===== config.mk =====
export PLATFORM = sky130hd
export DESIGN_NAME = ps2_key_decoder
export DESIGN_NICKNAME = d
export VERILOG_FILES = /design/src/rtl/ps2_key_decoder.sv
export SDC_FILE = /design/constraint.sdc
export NUM_CORES = 1
export LEC_CHECK = 0
export CORE_UTILIZATION = 40
export CTS_CLUSTER_DIAMETER = 80
export DETAILED_ROUTE_END_ITERATION = 8
export GPL_ROUTABILITY_DRIVEN = 0
export SLEW_MARGIN = 20
export SYNTH_ARGS = -nofsm -noshare
export SYNTH_HDL_FRONTEND = slang
export SYNTH_SLANG_ARGS = --single-unit

===== constraint.sdc =====
create_clock -name clk -period 1.79 [get_ports clk]
set_input_delay 0.358 -clock clk [delete_from_list [all_inputs] [get_ports clk]]
set_output_delay 0.358 -clock clk [all_outputs]
set_load 0.02 [all_outputs]

===== src/rtl/ps2_key_decoder.sv =====
// PS/2 set-2 keyboard front end.
// The raw pins are synchronised and ps2_clk is filtered. The frame FSM then
// assembles and checks each byte. A make/break tracker turns mapped key
// events into ASCII on data, with a one-cycle display strobe.
module ps2_key_decoder #(
   parameter int FILTER_LEN     = 8,
   parameter int TIMEOUT_CYCLES = 200000
) (
   input  logic       clk,
   input  logic       rst,
   input  logic       ps2_clk,
   input  logic       ps2_data,
   output logic [7:0] data,
   output logic       display,
   output logic       key_held,
   output logic       frame_err
);

   localparam int FW = $clog2(FILTER_LEN) + 1;
   localparam int TW = $clog2(TIMEOUT_CYCLES + 1);

   typedef enum logic [1:0] {
      S_IDLE   = 2'd0,
      S_DATA   = 2'd1,
      S_PARITY = 2'd2,
      S_STOP   = 2'd3
   } state_t;

   // ------------------------------------------------------------------
   // Reset: asserts asynchronously and releases on a clock edge.
   // ------------------------------------------------------------------
   logic [1:0] r_rst_sync;
   logic       w_rst;

   // Reset synchroniser: held high immediately on rst, released two edges later.
   always_ff @(posedge clk or posedge rst) begin
      if (rst) r_rst_sync <= 2'b11;
      else     r_rst_sync <= {r_rst_sync[0], 1'b0};
   end

   assign w_rst = r_rst_sync[1];

   // ------------------------------------------------------------------
   // Pin synchronisers. The pins idle high (open-drain pull-ups), so the
   // flops reset high. That way reset release does not look like a fall.
   // ------------------------------------------------------------------
   logic [1:0] r_clk_sync;
   logic [1:0] r_dat_sync;
   logic       w_clk_s;
   logic       w_dat_s;

   // Two-flop synchronisers on both asynchronous pins.
   always_ff @(posedge clk or posedge w_rst) begin
      if (w_rst) begin
         r_clk_sync <= 2'b11;
         r_dat_sync <= 2'b11;
      end else begin
         r_clk_sync <= {r_clk_sync[0], ps2_clk};
         r_dat_sync <= {r_dat_sync[0], ps2_data};
      end
   end

   assign w_clk_s = r_clk_sync[1];
   assign w_dat_s = r_dat_sync[1];

   // ------------------------------------------------------------------
   // ps2_clk deglitch. The counter runs while the synchronised pin
   // disagrees with the filtered level, and clears as soon as they agree.
   // The level flips on the FILTER_LEN-th consecutive disagreeing sample.
   // On a 1->0 flip, r_fall pulses for one cycle and r_bit holds the data
   // pin sampled on that same cycle.
   // ------------------------------------------------------------------
   logic          r_filt;
   logic [FW-1:0] r_fcnt;
   logic          r_fall;
   logic          r_bit;

   // Filtered clock level, fall pulse and data sample.
   always_ff @(posedge clk or posedge w_rst) begin
      if (w_rst) begin
         r_filt <= 1'b1;
         r_fcnt <= '0;
         r_fall <= 1'b0;
         r_bit  <= 1'b1;
      end else begin
         r_fall <= 1'b0;
         if (w_clk_s == r_filt) begin
            r_fcnt <= '0;
         end else if (r_fcnt == FW'(FILTER_LEN - 1)) begin
            r_filt <= w_clk_s;
            r_fcnt <= '0;
            if (!w_clk_s) begin
               r_fall <= 1'b1;
               r_bit  <= w_dat_s;
            end
         end else begin
            r_fcnt <= r_fcnt + 1'b1;
         end
      end
   end

   // ------------------------------------------------------------------
   // Frame FSM and its datapath.
   // ------------------------------------------------------------------
   state_t        r_state;
   state_t        w_next;
   logic [7:0]    r_shift;
   logic [2:0]    r_bcnt;
   logic          r_par;
   logic [TW-1:0] r_tcnt;
   logic          w_tmo;
   logic          w_par_ok;
   logic          w_err;
   logic          w_done;

   assign w_tmo    = (r_tcnt == TW'(TIMEOUT_CYCLES - 1));
   // Odd parity: the 8 data bits and the parity bit together hold an odd number of ones.
   assign w_par_ok = ^{r_shift, r_par};

   // State register.
   always_ff @(posedge clk or posedge w_rst) begin
      if (w_rst) r_state <= S_IDLE;
      else       r_state <= w_next;
   end

   // Next-state logic. A fall takes priority over a coincident timeout.
   // A fall always restarts the timeout anyway.
   always_comb begin
      w_next = r_state;
      unique case (r_state)
         S_IDLE: begin
            if (r_fall && !r_bit) w_next = S_DATA;
         end
         S_DATA: begin
            if (r_fall) begin
               if (r_bcnt == 3'd7) w_next = S_PARITY;
            end else if (w_tmo) begin
               w_next = S_IDLE;
            end
         end
         S_PARITY: begin
            if (r_fall)     w_next = S_STOP;
            else if (w_tmo) w_next = S_IDLE;
         end
         S_STOP: begin
            if (r_fall || w_tmo) w_next = S_IDLE;
         end
         default: w_next = S_IDLE;
      endcase
   end

   // FSM outputs: framing/timeout error and good-byte completion.
   always_comb begin
      w_err  = 1'b0;
      w_done = 1'b0;
      unique case (r_state)
         S_IDLE: begin
            if (r_fall && r_bit) w_err = 1'b1;
         end
         S_DATA, S_PARITY: begin
            if (!r_fall && w_tmo) w_err = 1'b1;
         end
         S_STOP: begin
            if (r_fall) begin
               if (r_bit && w_par_ok) w_done = 1'b1;
               else                   w_err  = 1'b1;
            end else if (w_tmo) begin
               w_err = 1'b1;
            end
         end
         default: ;
      endcase
   end

   // Shift register (LSB first), bit counter, parity capture, frame timeout counter.
   always_ff @(posedge clk or posedge w_rst) begin
      if (w_rst) begin
         r_shift <= '0;
         r_bcnt  <= '0;
         r_par   <= 1'b0;
         r_tcnt  <= '0;
      end else begin
         if (r_state == S_IDLE || r_fall) r_tcnt <= '0;
         else if (!w_tmo)                 r_tcnt <= r_tcnt + 1'b1;

         if (r_fall) begin
            unique case (r_state)
               S_IDLE:   r_bcnt <= '0;
               S_DATA: begin
                  r_shift <= {r_bit, r_shift[7:1]};
                  r_bcnt  <= r_bcnt + 1'b1;
               end
               S_PARITY: r_par <= r_bit;
               S_STOP:   ;
               default:  ;
            endcase
         end
      end
   end

   // ------------------------------------------------------------------
   // Byte handling, one cycle after the stop bit is accepted.
   // ------------------------------------------------------------------
   logic       r_byte_vld;
   logic [7:0] r_byte;
   logic [7:0] w_ascii;
   logic [7:0] r_held;
   logic       r_brk;
   logic       r_ext;

   // Set-2 scancode to ASCII. Zero marks an unmapped code.
   function automatic logic [7:0] key_ascii(input logic [7:0] code);
      unique case (code)
         8'h1D:   key_ascii = 8'h77;  // w
         8'h1B:   key_ascii = 8'h73;  // s
         8'h1C:   key_ascii = 8'h61;  // a
         8'h23:   key_ascii = 8'h64;  // d
         8'h2D:   key_ascii = 8'h72;  // r
         8'h29:   key_ascii = 8'h20;  // space
         default: key_ascii = 8'h00;
      endcase
   endfunction

   assign w_ascii = key_ascii(r_byte);

   // Register each completed byte so that decode has a full cycle.
   always_ff @(posedge clk or posedge w_rst) begin
      if (w_rst) begin
         r_byte_vld <= 1'b0;
         r_byte     <= '0;
      end else begin
         r_byte_vld <= w_done;
         if (w_done) r_byte <= r_shift;
      end
   end

   // Prefix flags, held-key tracking, ASCII output and the one-cycle strobes.
   // r_held stores the ASCII of the key that is down; 0 means no key is down.
   always_ff @(posedge clk or posedge w_rst) begin
      if (w_rst) begin
         data      <= '0;
         display   <= 1'b0;
         key_held  <= 1'b0;
         frame_err <= 1'b0;
         r_held    <= '0;
         r_brk     <= 1'b0;
         r_ext     <= 1'b0;
      end else begin
         display   <= 1'b0;
         frame_err <= w_err;
         if (r_byte_vld) begin
            if (r_byte == 8'hE0) begin
               r_ext <= 1'b1;
            end else if (r_byte == 8'hF0) begin
               r_brk <= 1'b1;
            end else begin
               r_ext <= 1'b0;
               r_brk <= 1'b0;
               if (!r_ext && w_ascii != 8'h00) begin
                  if (r_brk) begin
                     // Only releasing the held key is reported.
                     if (w_ascii == r_held) begin
                        data     <= 8'h00;
                        display  <= 1'b1;
                        key_held <= 1'b0;
                        r_held   <= 8'h00;
                     end
                  end else if (w_ascii != r_held) begin
                     // A new key takes over. A typematic repeat of the held key is silent.
                     r_held   <= w_ascii;
                     data     <= w_ascii;
                     display  <= 1'b1;
                     key_held <= 1'b1;
                  end
               end
            end
         end
      end
   end

endmodule


**After elaboration in Yosys (flattened, before gate mapping)**

Index checks and enable logic that the tools add are counted.

- Logic and storage cells: 116
- Register bits after elaboration: 67

- Equality and inequality tests: 23
- Muxes and demuxes: 41
- Add/subtract/negate cells: 3
- Bitwise operators: 4
- Reduce and logical (&&, ||, !) cells: 25

Operators by type and width:

| cell | number |
|---|---|
| $pmux 7 s6 | 1 |
| $mux 18 | 2 |
| $eq 8x5->1 const B | 3 |
| $eq 8x6->1 const B | 3 |
| $mux 1 | 24 |
| $mux 8 | 3 |
| $add 18x1->18 const B | 1 |
| $eq 18x18->1 const B | 1 |
| $eq 8x8->1 const B | 2 |
| $mux 2 | 6 |
| $reduce_and 2->1 | 6 |
| $reduce_xor 9->1 | 1 |
| $eq 8x8->1 | 1 |
| $mux 4 | 2 |
| $ne 8x8->1 | 1 |
| $pmux 2 s4 | 1 |
| $reduce_bool 8->1 | 1 |
| $ne 2x2->1 const B | 3 |
| $pmux 3 s2 | 1 |
| $reduce_and 3->1 | 2 |
| $reduce_and 6->1 | 1 |
| $logic_and 1x1->1 | 5 |
| $add 4x1->4 const B | 1 |
| $eq 2x2->1 const B | 2 |
| other kinds (14) | 22 |

**Depth between registers and ports, before layout**

Gate-level depths: netlist of the first run.

- Depth after elaboration: 9
- Gate-level depth with buffers: 8
- Gate-level depth less buffers: 7

**Worst setup path after synthesis of the first run**

OpenSTA, ideal clock, no wires.

- Path type: register to register
- Start: register r_byte[2]
- End: register r_held[0]
- Path buffers: 0
- Arrival time: 2.122 ns
- Setup time: 0.101 ns
- Setup slack: -0.433 ns
- Period minus slack after synthesis: 2.223 ns
- Stages on the path, launching flop included: 7
- Path through: dfrtp_1 -> or4b_4 -> a211oi_4 -> o21a_2 -> o2111ai_4 -> or2_4 -> o311ai_2

- Word-level cells in the longest chain between the ends: 5
- Elaborated cells on any way between the ends: 20
- Classes of those cells: eq/ne: 11; mux: 3; bitwise: 2; reduce/logical: 4

RTL lines:

| what | RTL line | source |
|---|---|---|
| start, declared | 205 | `logic [7:0] r_byte;` |
| start signal, assigned | 233 | `if (w_done) r_byte <= r_shift;` |
| $eq 8x6->1 / $eq 8x5->1 (equally long branches) | 213 | `unique case (code)` |
| $pmux 7 s6 | 213 |  |
| $eq 8x8->1 (tied with other cells) | 262 | `if (w_ascii == r_held) begin` |
| $ne 2x1->1 (no source line) (tied with other cells) | -- |  |
| $reduce_and 6->1 (no source line) | -- |  |
| end signal, assigned | 270 | `r_held <= w_ascii;` |
| end, declared | 207 | `logic [7:0] r_held;` |

Several ways; a longest one is shown, not always the timed one. The select of a mux whose other input is x is not followed.
A chain may end at the register's enable or synchronous reset.

**Final worst setup path of the first run**

- Start: register r_byte[6]
- End: register r_held[4]

The elaborated chain is that of the path after synthesis.

==> impl_metrics.json, run 1 <==
{
  "outcome": "complete, but fails checks",
  "violations": "negative setup slack",
  "synth-seq-cells": 64,
  "first_global_vias": 2550,
  "final_cells": 483,
  "hpwl_um": 4650,
  "post-route-period-util_pct": 127,
  "seq_area_um2": 1610,
  "syn_avg_cell_area_um2": 10.8,
  "power.density_nw_per_um2": 704,
  "synth_common_cells": "dfrtp_1 (56), nor2_1 (30), mux2_2 (19), inv_1 (17), nand2_1 (15)",
  "synth_edf_count": 0,
  "htree_num_levels": 3,
  "finalClockSkew_ps": 8.34,
  "start_kind": "flip-flop",
  "diodes": 0,
  "post_drt_wl_per_cell_um": 14.0,
  "swShare_pct": 22.0,
  "io_buffers": 12,
  "startpoint": "r_byte[6]",
  "first_pass_iters": 4,
  "final_nets": 389,
  "grt_usage_pct": 17.4,
  "clock_power_share_pct": 43.6,
  "maxSlewHeadroom_pct": 60.8,
  "final.setup.tns_ps": -4140,
  "cts.reportedPaths.clkPinSlew_ps": 70,
  "clk_path_buf_depth": 2,
  "crit_path_max_fanout": 6,
  "antenna_found_initial": 0,
  "synth.top_cell.area_share_pct": 42.3,
  "io_pins": 15,
  "dpl.cell_count": 461,
  "ir_drop_mv": 0.504,
  "hp-class": "flip-flop to asynchronous set/reset pin",
  "syn_area_um2": 3310,
  "grt_pass1_wl_um": 11900,
  "yosysTopAreaCell": "dfrtp_1",
  "critical_path_class": "flip-flop to flip-flop",
  "routed_wl_um": 6760,
  "area_growth_pct": 31.9,
  "initial_core_util_pct": 42.2,
  "synth_ff_type": "dfrtp_1",
  "clock_latency_ps": 330,
  "hold_buffers": 0,
  "fin_crit_ps": 2270,
  "drv_cap": 0,
  "via_count": 2557,
  "internal-power_mw": 2.40,
  "finalWorstSetupSlack_ps": -481,
  "netlist_instances": 307,
  "viasPerCell": 5.29,
  "fmax_mhz": 440,
  "crit_required_ps": 2020,
  "tightest_slew_ps": 588,
  "p_switching_mw": 0.676,
  "synthArstFlopShare_pct": 100,
  "r2r-start": "r_byte[6]",
  "synth_cell_types": 57,
  "core_area_um2": 7850,
  "yosysMostFrequentCell": "dfrtp_1",
  "drc": 0,
  "cts_tree": "built",
  "synth.area.top_cells": "dfrtp_1 (42%), mux2_2 (6.5%), dfstp_2 (6.4%)",
  "cts_root_buffer": "clkbuf_8",
  "dieArea_um2": 8640,
  "fillerInstances": 706,
  "pwr-share-comb_pct": 6.9,
  "pwr-share-seq_pct": 49.5,
  "arrival_ps": 2500,
  "drt_iter0_markers": 103,
  "die_y_um": 93.0,
  "p_leak_nw": 1.98,
  "totalPowerFinal_mw": 3.07,
  "hold_viol": 0,
  "cts.sinks": 64,
  "die_x_um": 93.0,
  "final_layout_size_suffix_gt1_share_pct": 36.5,
  "slew_violations": 0,
  "ys_warn_count": 0,
  "rsz0062_at_grt": "true",
  "overflow": 0,
  "yosysSeqAreaShare_pct": 48.7,
  "rows": 32,
  "ant_nets": 0,
  "cts_made_buffers": 9,
  "setup-violations-final": 16,
  "multi_input_area_um2": 1770,
  "cp-end-kind": "flip-flop",
  "grt_max_degree": 35
}
cells by family after synthesis:
kind of cell	Yosys count	share of synthesized area (%)
AND/OR/NAND/NOR	104	17.1
flip-flops	64	48.7
AO/OA/AOI/OAI	58	13.9
buffers and inverters	30	4.08
XOR/XNOR	21	5.97
multiplexers	20	6.77
adder cells (fa/ha/maj)	9	3.40
other	1	0.113
cell type report:
| cell class | instances | area share (%) |
|---|---|---|
| Clock buffer | 12 | 3.32 |
| Sequential cell | 64 | 36.9 |
| Tap cell | 102 | 2.92 |
| Clock inverter | 4 | 1.61 |
| Multi-Input combinational cell | 216 | 40.5 |
| Timing Repair Buffer | 68 | 13.2 |
| Inverter | 17 | 1.55 |
power groups by stage:
| stage | Combinational (mW) | Sequential (mW) | Clock (mW) |
|---|---|---|---|
| after floorplan | 0.151 | 1.54 | 0 |
| after global placement | 0.189 | 1.55 | 0 |
| after detailed placement | 0.194 | 1.55 | 0 |
| after CTS | 0.201 | 1.52 | 1.39 |
| after global routing | 0.243 | 1.53 | 1.43 |
| final | 0.211 | 1.52 | 1.34 |
sequential cells by signal (all words and copies together) (netlist names):
| register | count |
|---|---|
| r_tcnt | 18 |
| r_byte | 8 |
| r_shift | 8 |
| r_held | 5 |
| r_fcnt | 4 |
| r_bcnt | 3 |
| r_clk_sync | 2 |
| r_dat_sync | 2 |
| r_rst_sync | 2 |
| r_state | 2 |
| display | 1 |
| frame_err | 1 |
| key_held | 1 |
| r_bit | 1 |
| r_brk | 1 |
| r_byte_vld | 1 |
| r_ext | 1 |
| r_fall | 1 |
| r_filt | 1 |
| r_par | 1 |
worst max-delay path, stage by stage (launching register included):
cell and delay (ps):
dfrtp_1 390, or4b_4 560, a211oi_4 300, buf_4 180
buf_6 90, o311ai_4 120, nor4_1 270, o22ai_1 150
o311ai_2 90
per-layer routing:
layer | global-route usage, % | share of wire, % | vias to the layer above
met5 | 0 | 0 | -
met4 | 4.62 | 0.93 | 0
met3 | 4.68 | 2.4 | 9
met2 | 28.4 | 48 | 33
met1 | 22.8 | 49 | 1279
li1 | - | - | 1236
metrics by stage:
step                      setup WS, ps  util (%)  cell area (um2)  hold WS (ps)
after detailed placement          -419      50.1             3930           198
final                             -481      55.6             4370           188
after CTS                         -422      54.3             4260           202
after global routing              -583      55.6             4370           209
after global placement            -352      50.1             3930           193
after floorplan                   -333         -             3360           270
worst paths after layout:
check | endpoint | slack, ps | cells after the start
min in group clk | r_dat_sync[1] | 350 | 0
max in group asynchronous | r_filt | 1030 | 2
worst min register to register | r_shift[0] | 190 | 1
worst max-delay path | r_held[4] | -480 | 8
worst min-delay path | r_shift[0] | 190 | 1
worst max register to register | r_held[4] | -480 | 8
layout by cell type, fill, tap and decap left out, drive strengths merged, types with 3 or more instances in the layout:
cell type / count
a211oi: 3
a21oi: 9
a31oi: 3
a32o: 3
and3: 6
buf: 56
clkbuf: 12
clkdlybuf4s50: 7
conb: 3
dfrtp: 56
dfstp: 8
dlygate4sd2: 3
ha: 9
inv: 16
mux2: 19
nand2: 15
nand2b: 3
nand3: 6
nand3b: 3
nand4: 5
nor2: 30
nor3: 9
nor4: 3
nor4b: 3
o21a: 3
o21ai: 13
o22ai: 9
o311ai: 6
or2: 3
or3: 3
xnor2: 10
xor2: 10
timing repair:
action,4_1_cts,5_1_grt
pin swaps,5,6
cloned,2,0
resized for setup,22,18
setup endpoints to repair,20,24
setup buffers,3,1
(Power assumes the default switching activity.)
==> run 2: changes to the inputs <==
--- a/config.mk
+++ b/config.mk
@@ -5,10 +5,12 @@
 export SDC_FILE = /design/constraint.sdc
 export NUM_CORES = 1
 export LEC_CHECK = 0
+export CORE_MARGIN = 3
 export CORE_UTILIZATION = 40
 export CTS_CLUSTER_DIAMETER = 80
 export DETAILED_ROUTE_END_ITERATION = 8
 export GPL_ROUTABILITY_DRIVEN = 0
+export RECOVER_POWER = 25
 export SLEW_MARGIN = 20
 export SYNTH_ARGS = -nofsm -noshare
 export SYNTH_HDL_FRONTEND = slang
==> impl_metrics.json, run 2 (same netlist as run 1, synthesis figures left out) <==
{
  "outcome": "complete, but fails checks",
  "violations": "negative setup slack",
  "largest_reg_flops": 18,
  "viasPerCell": 5.12,
  "overflow": 0,
  "cts_tree": "built",
  "drv_cap": 0,
  "totalPowerFinal_mw": 2.94,
  "fmax_mhz": 447,
  "dieArea_um2": 9400,
  "grt_pass1_wl_um": 11400,
  "start_kind": "flip-flop",
  "setup-violations-final": 16,
  "p_leak_nw": 1.92,
  "drt_iter0_markers": 101,
  "path_delay_family": "simple AND/OR/NAND/NOR gates",
  "tightest_slew_ps": 896,
  "critical_path_class": "flip-flop to flip-flop",
  "hpwl_um": 4730,
  "dpl.cell_count": 460,
  "arrival_ps": 2460,
  "path_cells": "or4b_4 -> a211oi_4 -> o21a_2 -> o2111ai_4 -> or2_4 -> o311ai_2",
  "met3_usage_pct": 3.53,
  "first_pass_iters": 5,
  "power.density_nw_per_um2": 689,
  "die_y_um": 97.0,
  "drc": 0,
  "hold_buffers": 0,
  "final_nets": 387,
  "hold_viol": 0,
  "io_buffers": 12,
  "cts.sinks": 64,
  "finalClockSkew_ps": 5.42,
  "use_met2_pct": 23.7,
  "place_area_um2": 3920,
  "post-route-period-util_pct": 125,
  "post_drt_wl_per_cell_um": 13.5,
  "clk_path_buf_depth": 2,
  "diodes": 0,
  "fin_crit_ps": 2240,
  "via_count": 2465,
  "die_x_um": 97.0,
  "rsz0062_at_grt": "true",
  "core_area_um2": 7890,
  "final_cells": 481,
  "first_global_vias": 2407,
  "final_core_util_pct": 54.0,
  "ir_drop_mv": 0.530,
  "routed_wl_um": 6510,
  "rows": 32,
  "slowest_delay_ps": 570,
  "cts_made_buffers": 9,
  "final_layout_size_suffix_gt1_share_pct": 35.1,
  "cp-end-kind": "flip-flop",
  "htree_num_levels": 3,
  "stdcell_area_um2": 4260,
  "regMostFlops": "r_tcnt",
  "hp-class": "flip-flop to flip-flop",
  "initial_core_util_pct": 42.0,
  "io_pins": 15,
  "use_met1_pct": 19.4,
  "mostFrequentLayoutCells": "dfrtp_1 (56), buf_4 (52), nor2_1 (30), mux2_2 (19), inv_1 (16)",
  "antenna_found_initial": 0,
  "busiest_layer": "met2",
  "area_growth_pct": 28.7,
  "cp_slowest_cell": "or4b_4",
  "cts.reportedPaths.clkPinSlew_ps": 70,
  "crit_buf_inv": 0,
  "cts_root_buffer": "clkbuf_8",
  "largestRegisters": "r_tcnt (18), r_byte (8), r_shift (8)",
  "maxSlewHeadroom_pct": 39.9,
  "grt_max_degree": 27,
  "crit_path_max_fanout": 6,
  "finalWorstSetupSlack_ps": -446,
  "clock_latency_ps": 330,
  "grt_usage_pct": 14.7,
  "crit_required_ps": 2020,
  "ant_nets": 0,
  "final_common_cell": "dfrtp_1",
  "slew_violations": 0
}
[run 2: worst reg2reg max path, cell delays in order (launching register included)]
cell       delay (ps)
dfrtp_1           400
or4b_4            570
a211oi_4          280
o21a_2            190
o2111ai_4         150
or2_4             320
o311ai_2          230
[run 2: final cells by class]
cell class / instances / area, um2
Fill cell: 687 / 3630
Multi-Input combinational cell: 215 / 1720
Sequential cell: 64 / 1610
Timing Repair Buffer: 67 / 537
Clock buffer: 11 / 141
Tap cell: 102 / 128
Inverter: 17 / 65.1
Clock inverter: 5 / 56.3
[run 2: routing by layer]
metal / part of all wire (%) / routed length [um] / vias up
met2: 47 / 3050 / 31
met1: 49 / 3170 / 1196
li1: - / - / 1228
met4: 1.7 / 108 / 0
met5: 0 / 0 / -
met3: 2.8 / 182 / 10
[run 2: through the flow]
step	setup WS [ps]	TNS, ps	hold slack [ps]
after floorplan	-333	-3060	270
after global placement	-375	-3230	296
after detailed placement	-429	-3610	292
after global routing	-563	-4970	354
final	-446	-3400	356
after CTS	-438	-3760	298
[run 2: final timing paths]
path / start / to / slack [ps] / depth (start not counted)
min: r_clk_sync[0] / r_clk_sync[1] / 360 / 0
min in group asynchronous: r_rst_sync[1] / r_shift[1] / 390 / 1
min reg2reg: r_clk_sync[0] / r_clk_sync[1] / 360 / 0
max reg2reg: r_byte[6] / r_held[6] / -450 / 6
max: r_byte[6] / r_held[6] / -450 / 6
max in group asynchronous: r_rst_sync[1] / r_held[5] / 310 / 2
[run 2: timing repair]
item                                   4_1_cts  5_1_grt
resized for setup                           12       15
pin swaps                                    7        3
setup endpoints to repair                   19       24
setup buffers                                1        4
endpoints found under the hold margin        0        0
[run 2: report_power, final]
group	internal, mW	leakage [nW]	switching (mW)	total, mW
Combinational	0.0767	0.959	0.128	0.205
Clock	0.679	0.0993	0.531	1.21
Sequential	1.50	0.864	0.0268	1.52
Total	2.25	1.92	0.686	2.94
==> run 3: changes to the inputs <==
--- a/config.mk
+++ b/config.mk
@@ -5,10 +5,12 @@
 export SDC_FILE = /design/constraint.sdc
 export NUM_CORES = 1
 export LEC_CHECK = 0
+export CAP_MARGIN = 20
 export CORE_MARGIN = 3
 export CORE_UTILIZATION = 40
 export CTS_CLUSTER_DIAMETER = 80
 export DETAILED_ROUTE_END_ITERATION = 8
+export DONT_BUFFER_PORTS = 1
 export GPL_ROUTABILITY_DRIVEN = 0
 export RECOVER_POWER = 25
 export SLEW_MARGIN = 20
==> impl_metrics.json, run 3 (same netlist as run 1, synthesis figures left out) <==
{
  "final_nets": 377,
  "initial_core_util_pct": 42.0,
  "cts_made_buffers": 9,
  "io_buffers": 0,
  "crit_required_ps": 2000,
  "pre_cts_ws_ps": -414,
  "start_kind": "flip-flop",
  "finalClockSkew_ps": 12.2,
  "fillerInstances": 695,
  "via_count": 2458,
  "reg2reg_setup_slack_ps": -460,
  "hpwl_um": 4600,
  "setup-violations-final": 15,
  "dieArea_um2": 9400,
  "hp-start": "r_clk_sync[0]",
  "grt_max_degree": 31,
  "met3_usage_pct": 3.82,
  "timing.hold.ws_ps": 361,
  "rsz0062_at_grt": "true",
  "crit_path_max_fanout": 5,
  "ir_drop_mv": 0.499,
  "diodes": 0,
  "core_area_um2": 7890,
  "maxSlewHeadroom_pct": 35.1,
  "largest_reg_flops": 18,
  "final_core_util_pct": 53.2,
  "critical_path_class": "flip-flop to flip-flop",
  "final.setup.tns_ps": -3770,
  "stdcell_area_um2": 4190,
  "antenna_found_initial": 0,
  "slew_violations": 0,
  "rows": 32,
  "tightest_slew_ps": 968,
  "area_growth_pct": 26.7,
  "holdPathEnd": "r_clk_sync[1]",
  "cts_tree": "built",
  "rr_worst_depth": 7,
  "cp-end-kind": "flip-flop",
  "first_global_vias": 2465,
  "overflow": 0,
  "min_path_cells": 0,
  "arrival_ps": 2460,
  "routed_wl_um": 6650,
  "die_x_um": 97.0,
  "p_leak_nw": 1.89,
  "violations": "negative setup slack",
  "outcome": "complete, but fails checks",
  "fin_crit_ps": 2250,
  "place_area_um2": 3770,
  "r2r-end": "r_held[0]",
  "grt_usage_pct": 14.6,
  "path_cells": "or4b_4 -> a211oi_4 -> o21a_2 -> o2111ai_4 -> buf_4 -> o22ai_2 -> o311ai_4",
  "drc": 0,
  "finalWorstSetupSlack_ps": -464,
  "cts_root_buffer": "clkbuf_8",
  "fmax_mhz": 444,
  "clk_path_buf_depth": 2,
  "first_pass_iters": 4,
  "final_common_cell": "dfrtp_1",
  "largestRegisters": "r_tcnt (18), r_byte (8), r_shift (8)",
  "final_layout_size_suffix_gt1_share_pct": 38.2,
  "viasPerCell": 5.22,
  "clock_latency_ps": 340,
  "hold_viol": 0,
  "regMostFlops": "r_tcnt",
  "drt_iter0_markers": 99,
  "mostFrequentLayoutCells": "dfrtp_1 (56), buf_4 (48), nor2_1 (29), mux2_2 (19), inv_1 (16)",
  "die_y_um": 97.0,
  "r2r-start": "r_byte[2]",
  "slowest_delay_ps": 560,
  "hp-class": "flip-flop to flip-flop",
  "post-route-period-util_pct": 126,
  "grt_pass1_wl_um": 11400,
  "cts.reportedPaths.clkPinSlew_ps": 70,
  "cp_slowest_cell": "or4b_4",
  "busiest_layer": "met2",
  "htree_num_levels": 3,
  "use_met2_pct": 24.4,
  "ant_nets": 0,
  "io_pins": 15,
  "use_met1_pct": 18.5,
  "drv_cap": 0,
  "post_drt_wl_per_cell_um": 14.1,
  "startpoint": "r_byte[2]",
  "power.density_nw_per_um2": 698,
  "cts.sinks": 64
}
[run 3: worst max-delay path by stage]
stage | endpoint | slack, ps | cells past startpoint
after CTS | r_held[6] | -420 | 6
after floorplan | r_held[0] | -330 | 6
after global placement | r_held[6] | -360 | 9
final | r_held[0] | -460 | 7
after global routing | r_held[0] | -530 | 7
after detailed placement | key_held | -410 | 7
[run 3: what timing repair did]
item / 4_1_cts / 5_1_grt
setup buffers: 0 / 8
gates resized for setup: 5 / 28
pin swaps: 2 / 10
setup endpoints to repair: 16 / 24
endpoints found under the hold margin: 4 / 0
hold buffers: 3 / 0
[run 3: layer usage]
metal / part of all wire (%) / wire, um
met2: 50 / 3320
met5: 0 / 0
met1: 45 / 3030
met4: 2.0 / 132
met3: 2.6 / 176
[run 3: through the flow]
stage / cells / total power [mW]
2_1_floorplan: 309 / 1.69
3_3_place_gp: 444 / 1.74
3_5_place_dp: 444 / 1.74
4_1_cts: 463 / 2.97
5_1_grt: 471 / 3.08
6_report: 471 / 2.93
[run 3: final cells by class]
class | instances | area (um2) | area share, %
multi-input combinational | 215 | 1750 | 41.7
sequential | 64 | 1610 | 38.4
timing repair buffer | 57 | 452 | 10.8
clock buffer | 10 | 128 | 3.04
tap | 102 | 128 | 3.04
inverter | 17 | 65.1 | 1.55
clock inverter | 6 | 61.3 | 1.46
[run 3: power by group]
| part | total (mW) | leakage [nW] | internal [mW] | switching [mW] |
|---|---|---|---|---|
| clock network | 1.21 | 0.0960 | 0.638 | 0.567 |
| registers | 1.52 | 0.864 | 1.49 | 0.0278 |
| logic | 0.198 | 0.935 | 0.0737 | 0.124 |
| total | 2.93 | 1.89 | 2.21 | 0.719 |
[run 3: worst max-delay path: cells and delay by family (launching register included)]
kind | cells | cell delay, ps
buffers and inverters | 1 | 190
DFF | 1 | 380
AOI/OAI and AO/OA | 5 | 990
and+or+nand+nor | 1 | 560
